[src/rtl/vga_fb_scanout_if.sv]
// -----------------------------------------------------------------------------
// vga_fb_scanout_if
// Read port (port B) of the dual-port pixel RAM as seen by the scanout engine.
//   Rd_addr  RAM read address, driven by the scanout engine
//   Rd_en    read enable, high only while a visible pixel is being fetched
//   Rd_data  RAM read data, returned by the RAM side
// Modports:
//   master   scanout engine (drives address/enable, receives data)
//   slave    RAM (receives address/enable, drives data)
// -----------------------------------------------------------------------------
interface vga_fb_scanout_if #(
  parameter int unsigned ADDR_W = 19,
  parameter int unsigned RGB_W  = 12
);
  logic [ADDR_W-1:0] Rd_addr;
  logic              Rd_en;
  logic [RGB_W-1:0]  Rd_data;

  modport master (output Rd_addr, output Rd_en, input Rd_data);
  modport slave  (input Rd_addr, input Rd_en, output Rd_data);
endinterface

[src/rtl/vga_fb_scanout.sv]
// -----------------------------------------------------------------------------
// vga_fb_scanout
// Parametrised VGA timing generator and framebuffer read engine. Produces
// H/V sync and blanking from the timing parameters, fetches pixels from the
// frame buffer through the RAM read port and presents RGB, sync and Active
// aligned to each other. Supports a per-frame base address (double
// buffering) and a 2x2 pixel-doubling mode for half-resolution images.
// Ports:
//   Clk_100M     system clock
//   Reset_n      asynchronous active-low reset
//   Base_addr    frame buffer start address, sampled at frame start
//   Scale2x      0 = 1:1 scan, 1 = each source pixel shown 2x2; sampled at
//                frame start
//   ramRd        RAM read port (Rd_addr, Rd_en out; Rd_data in)
//   Hsync/Vsync  sync outputs, asserted level SYNC_POL
//   RGB          pixel output, 0 outside the visible region
//   Active       high while RGB carries a visible pixel
//   Frame_start  one-clock pulse on the pixel clock enable of pixel (0,0)
// -----------------------------------------------------------------------------
module vga_fb_scanout #(
  parameter int unsigned CLK_DIV   = 4,
  parameter int unsigned H_VISIBLE = 640,
  parameter int unsigned H_FRONT   = 16,
  parameter int unsigned H_SYNC    = 96,
  parameter int unsigned H_BACK    = 48,
  parameter int unsigned V_VISIBLE = 480,
  parameter int unsigned V_FRONT   = 10,
  parameter int unsigned V_SYNC    = 2,
  parameter int unsigned V_BACK    = 33,
  parameter logic        SYNC_POL  = 1'b0,
  parameter int unsigned RGB_W     = 12,
  parameter int unsigned ADDR_W    = 19,
  parameter int unsigned RAM_LAT   = 1
) (
  input  logic              Clk_100M,
  input  logic              Reset_n,
  input  logic [ADDR_W-1:0] Base_addr,
  input  logic              Scale2x,
  vga_fb_scanout_if.master  ramRd,
  output logic              Hsync,
  output logic              Vsync,
  output logic [RGB_W-1:0]  RGB,
  output logic              Active,
  output logic              Frame_start
);

  // Read data must have settled before the next pixel enable samples it.
  if (CLK_DIV < 2 || CLK_DIV <= RAM_LAT) begin : g_bad_cfg
    $error("vga_fb_scanout: CLK_DIV must be >= 2 and > RAM_LAT");
  end

  localparam int unsigned H_TOTAL = H_VISIBLE + H_FRONT + H_SYNC + H_BACK;
  localparam int unsigned V_TOTAL = V_VISIBLE + V_FRONT + V_SYNC + V_BACK;
  localparam int unsigned DW = $clog2(CLK_DIV);
  localparam int unsigned HW = $clog2(H_TOTAL + 1);
  localparam int unsigned VW = $clog2(V_TOTAL + 1);

  localparam logic [DW-1:0] DIV_LAST = DW'(CLK_DIV - 1);
  localparam logic [DW-1:0] DIV_PRE  = DW'(CLK_DIV - 2);

  localparam logic [HW-1:0] H_LAST     = HW'(H_TOTAL - 1);
  localparam logic [HW-1:0] H_VIS      = HW'(H_VISIBLE);
  localparam logic [HW-1:0] H_VIS_LAST = HW'(H_VISIBLE - 1);
  localparam logic [HW-1:0] HS_BEG     = HW'(H_VISIBLE + H_FRONT);
  localparam logic [HW-1:0] HS_END     = HW'(H_VISIBLE + H_FRONT + H_SYNC);

  localparam logic [VW-1:0] V_LAST = VW'(V_TOTAL - 1);
  localparam logic [VW-1:0] V_VIS  = VW'(V_VISIBLE);
  localparam logic [VW-1:0] VS_BEG = VW'(V_VISIBLE + V_FRONT);
  localparam logic [VW-1:0] VS_END = VW'(V_VISIBLE + V_FRONT + V_SYNC);

  logic [DW-1:0]     div;
  logic [HW-1:0]     hcnt;
  logic [VW-1:0]     vcnt;
  logic              scaleSh;
  logic [ADDR_W-1:0] addrPtr;    // address of the next visible pixel
  logic [ADDR_W-1:0] lineStart;  // first address of the current line
  logic [ADDR_W-1:0] rdAddr;
  logic              rdEn;
  logic              hs1;
  logic              vs1;

  logic              pixCe;
  logic              firstPix;
  logic              visible;
  logic              hsAct;
  logic              vsAct;
  logic              scaleNow;
  logic [ADDR_W-1:0] addrNow;
  logic [ADDR_W-1:0] addrInc;
  logic [ADDR_W-1:0] addrNext;

  assign pixCe    = (div == DIV_LAST);
  assign firstPix = (hcnt == '0) && (vcnt == '0);
  assign visible  = (hcnt < H_VIS) && (vcnt < V_VIS);
  assign hsAct    = (hcnt >= HS_BEG) && (hcnt < HS_END);
  assign vsAct    = (vcnt >= VS_BEG) && (vcnt < VS_END);

  // Pixel (0,0) takes base and mode straight from the inputs on the same
  // enable that latches them, so no separate base shadow is needed: the
  // base lives on in addrPtr for the rest of the frame.
  assign scaleNow = firstPix ? Scale2x : scaleSh;
  assign addrNow  = firstPix ? Base_addr : addrPtr;
  assign addrInc  = addrNow + ADDR_W'(1);

  // 2x mode: advance on odd columns only; at the end of an even line rewind
  // so the following line re-reads the same source row.
  always_comb begin
    addrNext = addrNow;
    if (!scaleNow) begin
      addrNext = addrInc;
    end else if ((hcnt == H_VIS_LAST) && !vcnt[0]) begin
      addrNext = lineStart;
    end else if (hcnt[0]) begin
      addrNext = addrInc;
    end
  end

  always_ff @(posedge Clk_100M or negedge Reset_n) begin
    if (!Reset_n) begin
      div         <= '0;
      hcnt        <= '0;
      vcnt        <= '0;
      scaleSh     <= 1'b0;
      addrPtr     <= '0;
      lineStart   <= '0;
      rdAddr      <= '0;
      rdEn        <= 1'b0;
      hs1         <= 1'b0;
      vs1         <= 1'b0;
      RGB         <= '0;
      Active      <= 1'b0;
      Hsync       <= ~SYNC_POL;
      Vsync       <= ~SYNC_POL;
      Frame_start <= 1'b0;
    end else begin
      div <= pixCe ? '0 : div + DW'(1);

      // Registered one clock early so the pulse coincides with pixCe.
      Frame_start <= (div == DIV_PRE) && firstPix;

      if (pixCe) begin
        if (hcnt == H_LAST) begin
          hcnt <= '0;
          vcnt <= (vcnt == V_LAST) ? '0 : vcnt + VW'(1);
        end else begin
          hcnt <= hcnt + HW'(1);
        end

        if (firstPix) begin
          scaleSh <= Scale2x;
        end

        // Stage 1: address issue.
        rdEn <= visible;
        if (visible) begin
          rdAddr  <= addrNow;
          addrPtr <= addrNext;
          if (hcnt == '0) begin
            lineStart <= addrNow;
          end
        end
        hs1 <= hsAct;
        vs1 <= vsAct;

        // Stage 2: outputs, all one pixel behind stage 1.
        RGB    <= rdEn ? ramRd.Rd_data : '0;
        Active <= rdEn;
        Hsync  <= hs1 ? SYNC_POL : ~SYNC_POL;
        Vsync  <= vs1 ? SYNC_POL : ~SYNC_POL;
      end
    end
  end

  assign ramRd.Rd_addr = rdAddr;
  assign ramRd.Rd_en   = rdEn;

endmodule

[src/flat_wrapper.sv]
// flat-port wrapper written by rule: the top's interface ports become plain ports
module vga_fb_scanout_flat 
#(
  parameter int unsigned CLK_DIV   = 4,
  parameter int unsigned H_VISIBLE = 640,
  parameter int unsigned H_FRONT   = 16,
  parameter int unsigned H_SYNC    = 96,
  parameter int unsigned H_BACK    = 48,
  parameter int unsigned V_VISIBLE = 480,
  parameter int unsigned V_FRONT   = 10,
  parameter int unsigned V_SYNC    = 2,
  parameter int unsigned V_BACK    = 33,
  parameter logic        SYNC_POL  = 1'b0,
  parameter int unsigned RGB_W     = 12,
  parameter int unsigned ADDR_W    = 19,
  parameter int unsigned RAM_LAT   = 1
)
  (Clk_100M, Reset_n, Base_addr, Scale2x, Hsync, Vsync, RGB, Active, Frame_start, ramRd_Rd_addr, ramRd_Rd_en, ramRd_Rd_data);
  vga_fb_scanout_if #(.ADDR_W(ADDR_W), .RGB_W(RGB_W)) ramRd_i ();
  input  logic Clk_100M;
  input  logic Reset_n;
  input  logic [ADDR_W-1:0] Base_addr;
  input  logic Scale2x;
  output logic Hsync;
  output logic Vsync;
  output logic [RGB_W-1:0] RGB;
  output logic Active;
  output logic Frame_start;
  output wire logic [$bits(ramRd_i.Rd_addr)-1:0] ramRd_Rd_addr;
  output wire logic [$bits(ramRd_i.Rd_en)-1:0] ramRd_Rd_en;
  input wire logic [$bits(ramRd_i.Rd_data)-1:0] ramRd_Rd_data;
  assign ramRd_Rd_addr = ramRd_i.Rd_addr;
  assign ramRd_Rd_en = ramRd_i.Rd_en;
  assign ramRd_i.Rd_data = ramRd_Rd_data;
  vga_fb_scanout #(.CLK_DIV(CLK_DIV), .H_VISIBLE(H_VISIBLE), .H_FRONT(H_FRONT), .H_SYNC(H_SYNC), .H_BACK(H_BACK), .V_VISIBLE(V_VISIBLE), .V_FRONT(V_FRONT), .V_SYNC(V_SYNC), .V_BACK(V_BACK), .SYNC_POL(SYNC_POL), .RGB_W(RGB_W), .ADDR_W(ADDR_W), .RAM_LAT(RAM_LAT)) u_core (.Clk_100M(Clk_100M), .Reset_n(Reset_n), .Base_addr(Base_addr), .Scale2x(Scale2x), .ramRd(ramRd_i), .Hsync(Hsync), .Vsync(Vsync), .RGB(RGB), .Active(Active), .Frame_start(Frame_start));
endmodule
[config.mk]
export PLATFORM = sky130hd
export DESIGN_NAME = vga_fb_scanout_flat
export DESIGN_NICKNAME = d
export VERILOG_FILES = /design/src/rtl/vga_fb_scanout_if.sv /design/src/rtl/vga_fb_scanout.sv /design/src/flat_wrapper.sv
export SDC_FILE = /design/constraint.sdc
export NUM_CORES = 1
export LEC_CHECK = 0
export ABC_AREA = 1
export CAP_MARGIN = 0
export CORE_MARGIN = 3
export CORE_UTILIZATION = 38
export DETAILED_ROUTE_END_ITERATION = 7
export GPL_ROUTABILITY_DRIVEN = 0
export HOLD_SLACK_MARGIN = 0.15
export RECOVER_POWER = 100
export SLEW_MARGIN = 5
export SYNTH_ARGS = -nofsm -noshare
export SYNTH_HDL_FRONTEND = slang
export SYNTH_SLANG_ARGS = --single-unit
[constraint.sdc]
create_clock -name Clk_100M -period 3.56 [get_ports Clk_100M]
set_input_delay 0.356 -clock Clk_100M [delete_from_list [all_inputs] [get_ports Clk_100M]]
set_output_delay 0.356 -clock Clk_100M [all_outputs]
set_load 0.02 [all_outputs]
* Yosys cells after proc, flatten, opt, wreduce, memory -nomap -nowiden
Cells that the tools add are included.
** Cells by class
- Add/sub/neg operators :: 4
- Order comparisons :: 6
- Equal/unequal tests :: 5
- Mux-type cells :: 11
- Reductions and logical operators :: 12
** Operator list (number)
- 2-to-1 mux 19 bit :: 4
- equality test 10 bit, second input constant :: 3
- adder 10 x 1 -> 10 bit, second input constant :: 2
- zero test 10 bit :: 2
- < comparator 10 bit, second input constant :: 2
- < comparator 10 x 9 -> 1 bit, second input constant :: 2
- 2-to-1 mux 10 bit :: 2
- adder 19 x 1 -> 19 bit, second input constant :: 1
- 2-to-1 mux 12 bit :: 1
- >= comparator 10 bit, second input constant :: 1
- >= comparator 10 x 9 -> 1 bit, second input constant :: 1
- logical AND 1 bit :: 6
- equality test 2 bit, second input constant :: 2
- AND reduction 2 bit :: 2
- 2-to-1 mux 1 bit :: 3
- AND reduction 3 bit :: 1
- adder 2 x 1 -> 2 bit, second input constant :: 1
- 2-to-1 mux 2 bit :: 1
- zero test 1 bit :: 1
** Word-level totals
- Register bits after elaboration :: 99
- Bits of input ports :: 34
- Output and inout bits :: 36
- Word-level logic and storage cells :: 53

* Depth between registers and ports, before layout
- Depth in word-level cells :: 7
- Gate-level depth with buffers :: 21

* Least setup slack after synthesis
Ideal clock, no wire load.
- Path kind :: register -> register
- Start point :: register u_core.vcnt[0]
- End point :: register u_core.addrPtr[18]
- Library setup time :: 0.117 ns
- Arrival time :: 2.472 ns
- Data required time :: 3.443 ns
- Setup slack :: 0.970 ns
- Cell stages (with the launch flop) :: 21
- Path buffers :: 0
- Cells stage by stage :: dfrtp_1 inv_1 ha_1 inv_1 nor2_2 nand3_1 nor2_4 nand2_4 inv_1 nand2_1 nand2_2 ha_1 nand3_1 nor2_2 nand3_2 nor2_4 nand3_1 nand3_1 nand2_1 nand3_1 nand2_1
** On the way
- Cells in the longest elaborated chain, start to end :: 7
- Elaborated cells on any way between the ends :: 13
** RTL lines
- start: declaration :: line vga_fb_scanout.sv:74 : logic [VW-1:0] vcnt;
- start signal: assignment :: line vga_fb_scanout.sv:145 : vcnt <= (vcnt == V_LAST) ? '0 : vcnt + VW'(1);
- zero test 10 bit (*) :: line vga_fb_scanout.sv:94 : assign firstPix = (hcnt == '0) && (vcnt == '0);
- logical AND 1 bit (*) :: line vga_fb_scanout.sv:94
- 2-to-1 mux 19 bit (*) :: line vga_fb_scanout.sv:103 : assign addrNow = firstPix ? Base_addr : addrPtr;
- net u_core.addrNow[0] :: line vga_fb_scanout.sv:89 : logic [ADDR_W-1:0] addrNow;
- adder 19 x 1 -> 19 bit (*) :: line vga_fb_scanout.sv:104 : assign addrInc = addrNow + ADDR_W'(1);
- 2-to-1 mux 19 bit :: line vga_fb_scanout.sv:114 : end else if (hcnt[0]) begin
- 2-to-1 mux 19 bit :: line vga_fb_scanout.sv:112 : end else if ((hcnt == H_VIS_LAST) && !vcnt[0]) begin
- 2-to-1 mux 19 bit (*) :: line vga_fb_scanout.sv:110 : if (!scaleNow) begin
- end signal: assignment :: line vga_fb_scanout.sv:158 : addrPtr <= addrNext;
- end: declaration :: line vga_fb_scanout.sv:76 : logic [ADDR_W-1:0] addrPtr;
The timed path passes the listed nets; every way through them passes the cells marked *.
A chain may end at the register's enable or synchronous reset.

* Worst setup path after layout
- Start point :: register u_core.hcnt[0]
- End point :: register u_core.addrPtr[18]
** On the way
- Cells in the longest elaborated chain, start to end :: 7
- Elaborated cells on any way between the ends :: 13
** RTL lines
- start: declaration :: line vga_fb_scanout.sv:73 : logic [HW-1:0] hcnt;
- start signal: assignment :: line vga_fb_scanout.sv:147 : hcnt <= hcnt + HW'(1);
- zero test 10 bit (*) :: line vga_fb_scanout.sv:94
- logical AND 1 bit (*) :: line vga_fb_scanout.sv:94
- 2-to-1 mux 19 bit (*) :: line vga_fb_scanout.sv:103
- net u_core.addrNow[0] :: line vga_fb_scanout.sv:89
- adder 19 x 1 -> 19 bit (*) :: line vga_fb_scanout.sv:104
- 2-to-1 mux 19 bit :: line vga_fb_scanout.sv:114
- 2-to-1 mux 19 bit :: line vga_fb_scanout.sv:112
- 2-to-1 mux 19 bit (*) :: line vga_fb_scanout.sv:110
Marked as above.

==> impl_metrics.yaml <==
floorplan:
  die_height_um: 126
  initial_core_util: 0.390
  die-width_um: 126
  dieArea_mm2: 0.0158
  core_area_mm2: 0.0140
  rows: 43
  ios: 70
route:
  via_per_inst: 5.17
  drc: 0
  dr.pass1.iters: 7
  wl_per_cell_um: 15.1
  totalWireLength_mm: 14.8
  ant_nets: 0
  drt_iter0_drc: 485
  num_vias: 5058
clock_tree:
  cts_buffers: 9
  cts.htree.levels: 3
  cts_tree: "done"
  clkLatencyLatePin_ns: 0.36
  clk_pin_slew_ns: 0.07
  clockBufferDepth: 2
  clock-sinks: 99
  cts-root-buf: "clkbuf_16"
  hold_buffers: 0
  postCtsResizedCells: 0
  postCtsSetupRepairBufs: 0
timing:
  slew_viol_final: 71
  max_freq_ghz: 0.320
  setup_violations: 0
  tightest_slew_ns: 1.82
  fin_ws_ns: 0.439
  fin_skew_ns: 0.00917
  maxSlewHeadroom: -0.212
  hold_viol_final: 0
  finalSetupTns_ns: 0
  period_needed_ns: 3.12
  rsz0062_at_grt: "no"
  period_share: 0.877
global_route:
  grt_pass1_vias: 4973
  track_usage: 0.193
  antenna_found_initial: 0
  grt_max_degree: 71
  grt-ovfl-total: 0
  grt_pass1_wl_mm: 24.8
critical_path:
  crit_chain: "inv_1 -> ha_1 -> nand2_1 -> nor2_1 -> nand2_4 -> inv_1 -> nand2_1 -> nand2_2 -> ha_1 -> nand3_1 -> nor2_2 -> nand3_2 -> nor2_4 -> nand3_1 -> nand2_1 -> nand2_1 -> nand3_1 -> nand2_1"
  critPathMaxStageDelay_ns: 0.43
  r2r_setup_slack_ns: 0.44
  critPathRequiredTime_ns: 3.81
  critPathBufInv: 2
  crit_top_cell: "nand2_1"
  rr_startpoint: "u_core.hcnt[0]"
  startpoint: "u_core.hcnt[0]"
  cp_max_fo: 24
  path_delay_family: "simple AND/OR/NAND/NOR gates"
  end_kind: "register"
  cp-start-kind: "register"
  arrival_ns: 3.37
  cp_slowest_cell: "dfrtp_1"
  crit_type: "reg2reg"
power_and_ir_drop:
  powerDensity_mw_per_mm2: 520
  ir_drop_uv: 235
  p_leak_nw: 3.17
logic_synthesis:
  yosysSeqAreaShare: 0.454
  synth_edf_count: 0
  synthDistinctLibCells: 40
  synth_area_per_cell_um2: 7.51
  syn_nets: 768
  synth_ff_type: "dfrtp_1"
  ys_seq_elements: 99
  postSynth.asyncResetShare: 1.00
  syn_inst: 727
  ys_warn_count: 0
  synth.cell_area_mm2: 0.00546
place:
  port-buffer-count: 69
  dp_cells: 963
  place_ws_ns: 0.456
  dpl-instance-area_mm2: 0.00635
  dp_hpwl_mm: 10.4
flow_run:
  cap_violations: 1
final_layout:
  drive_gt1_frac: 0.0676
  final_area_mm2: 0.00661
  layout_common_cells: "nand2_1 (218), dfrtp_1 (97), inv_1 (86), o21ai_0 (78), nor2_1 (55)"
  layout_commonest_cell: "nand2_1"
  areaGrowthSynthToFinish_pct: 21.1
  fillers: 1403
  antennaDiodeCount: 0
  finalNonFillerCells: 979
  nNetsFinal: 835
min_path:
  min_from: "u_core.vs1"
  hold_path_class: "reg2reg"
run_status:
  failed_checks: "capacitance limit, slew limit"
  status: "finished with violations"
==> through the flow <==
| step | power (mW) | utilization | hold WS, ns |
|---|---|---|---|
| 2_1_floorplan | 2.07 | - | 0.0604 |
| 3_3_place_gp | 2.43 | 0.454 | 0.427 |
| 3_5_place_dp | 2.44 | 0.454 | 0.444 |
| 4_1_cts | 3.52 | 0.477 | 0.188 |
| 5_1_grt | 3.65 | 0.473 | 0.477 |
| 6_report | 3.44 | 0.473 | 0.452 |
==> flip-flops by register name, summed over array words and instances, names as in the netlist <==
signal / cells
u_core.div: 2
u_core.ramRd.Rd_en: 1
u_core.scaleSh: 1
u_core.Vsync: 1
u_core.Frame_start: 1
u_core.hs1: 1
u_core.Hsync: 1
u_core.ramRd.Rd_addr: 19
u_core.Active: 1
u_core.vs1: 1
u_core.hcnt: 10
u_core.addrPtr: 19
u_core.RGB: 12
u_core.lineStart: 19
u_core.vcnt: 10
==> path summary, 6_finish.rpt <==
check,endpoint,cells after the start
min in group asynchronous,u_core.ramRd.Rd_addr[5],1
worst min-delay path,u_core.Vsync,1
worst max-delay path,u_core.addrPtr[18],18
max in group asynchronous,u_core.vcnt[1],2
worst min register to register,u_core.Vsync,1
worst max register to register,u_core.addrPtr[18],18
==> per-layer routing <==
layer,vias to the layer above,global-route usage,part of all wire
li1,2479,-,-
met1,2359,0.264,0.45
met2,195,0.304,0.46
met3,25,0.0365,0.065
met4,0,0.0770,0.024
met5,-,0,0
==> kinds of logic after synthesis <==
| kind of cell | count (synthesis) | synth area share |
|---|---|---|
| XOR/XNOR | 7 | 0.0112 |
| buffers and inverters | 112 | 0.0809 |
| adder cells (fa/ha/maj) | 7 | 0.0160 |
| AO/OA/AOI/OAI | 121 | 0.124 |
| flip-flops | 99 | 0.454 |
| AND/OR/NAND/NOR | 381 | 0.313 |
==> cell type report <==
class	count	area, um2	share of cell area
Clock buffer	10	229	0.0346
Inverter	87	327	0.0494
Sequential cell	99	2480	0.375
Multi-Input combinational cell	516	2510	0.379
Timing Repair Buffer	81	754	0.114
Tap cell	180	225	0.0341
Clock inverter	6	88.8	0.0134
==> synthesized netlist by cell type (2+ instances only) <==
master,instances,share of area
nand3b_1,11,0.015
dfrtp_1,97,0.44
nand3_1,45,0.041
ha_1,7,0.016
o21a_1,2,0.0027
nand2_4,3,0.0062
buf_2,2,0.0018
xor2_1,6,0.0096
o21ai_1,5,0.0046
clkbuf_1,19,0.013
nand4_1,6,0.0069
a21oi_1,14,0.013
buf_6,2,0.0041
a221oi_1,7,0.011
nor2_4,5,0.010
nand2_2,9,0.010
dfstp_2,2,0.0096
a211oi_1,5,0.0069
nor2_1,53,0.036
nor4_1,2,0.0023
o21ai_0,78,0.071
nand2_1,218,0.15
nor2_2,8,0.0092
o211ai_1,2,0.0027
nand3_2,3,0.0055
inv_1,86,0.059
o22ai_1,3,0.0034
nor3_1,15,0.014
==> power breakdown <==
group / internal (mW) / switching [mW]
clock network: 0.618 / 0.445
registers: 1.28 / 0.0659
logic: 0.370 / 0.662
Note: power is estimated with default switching activity, not from simulation.
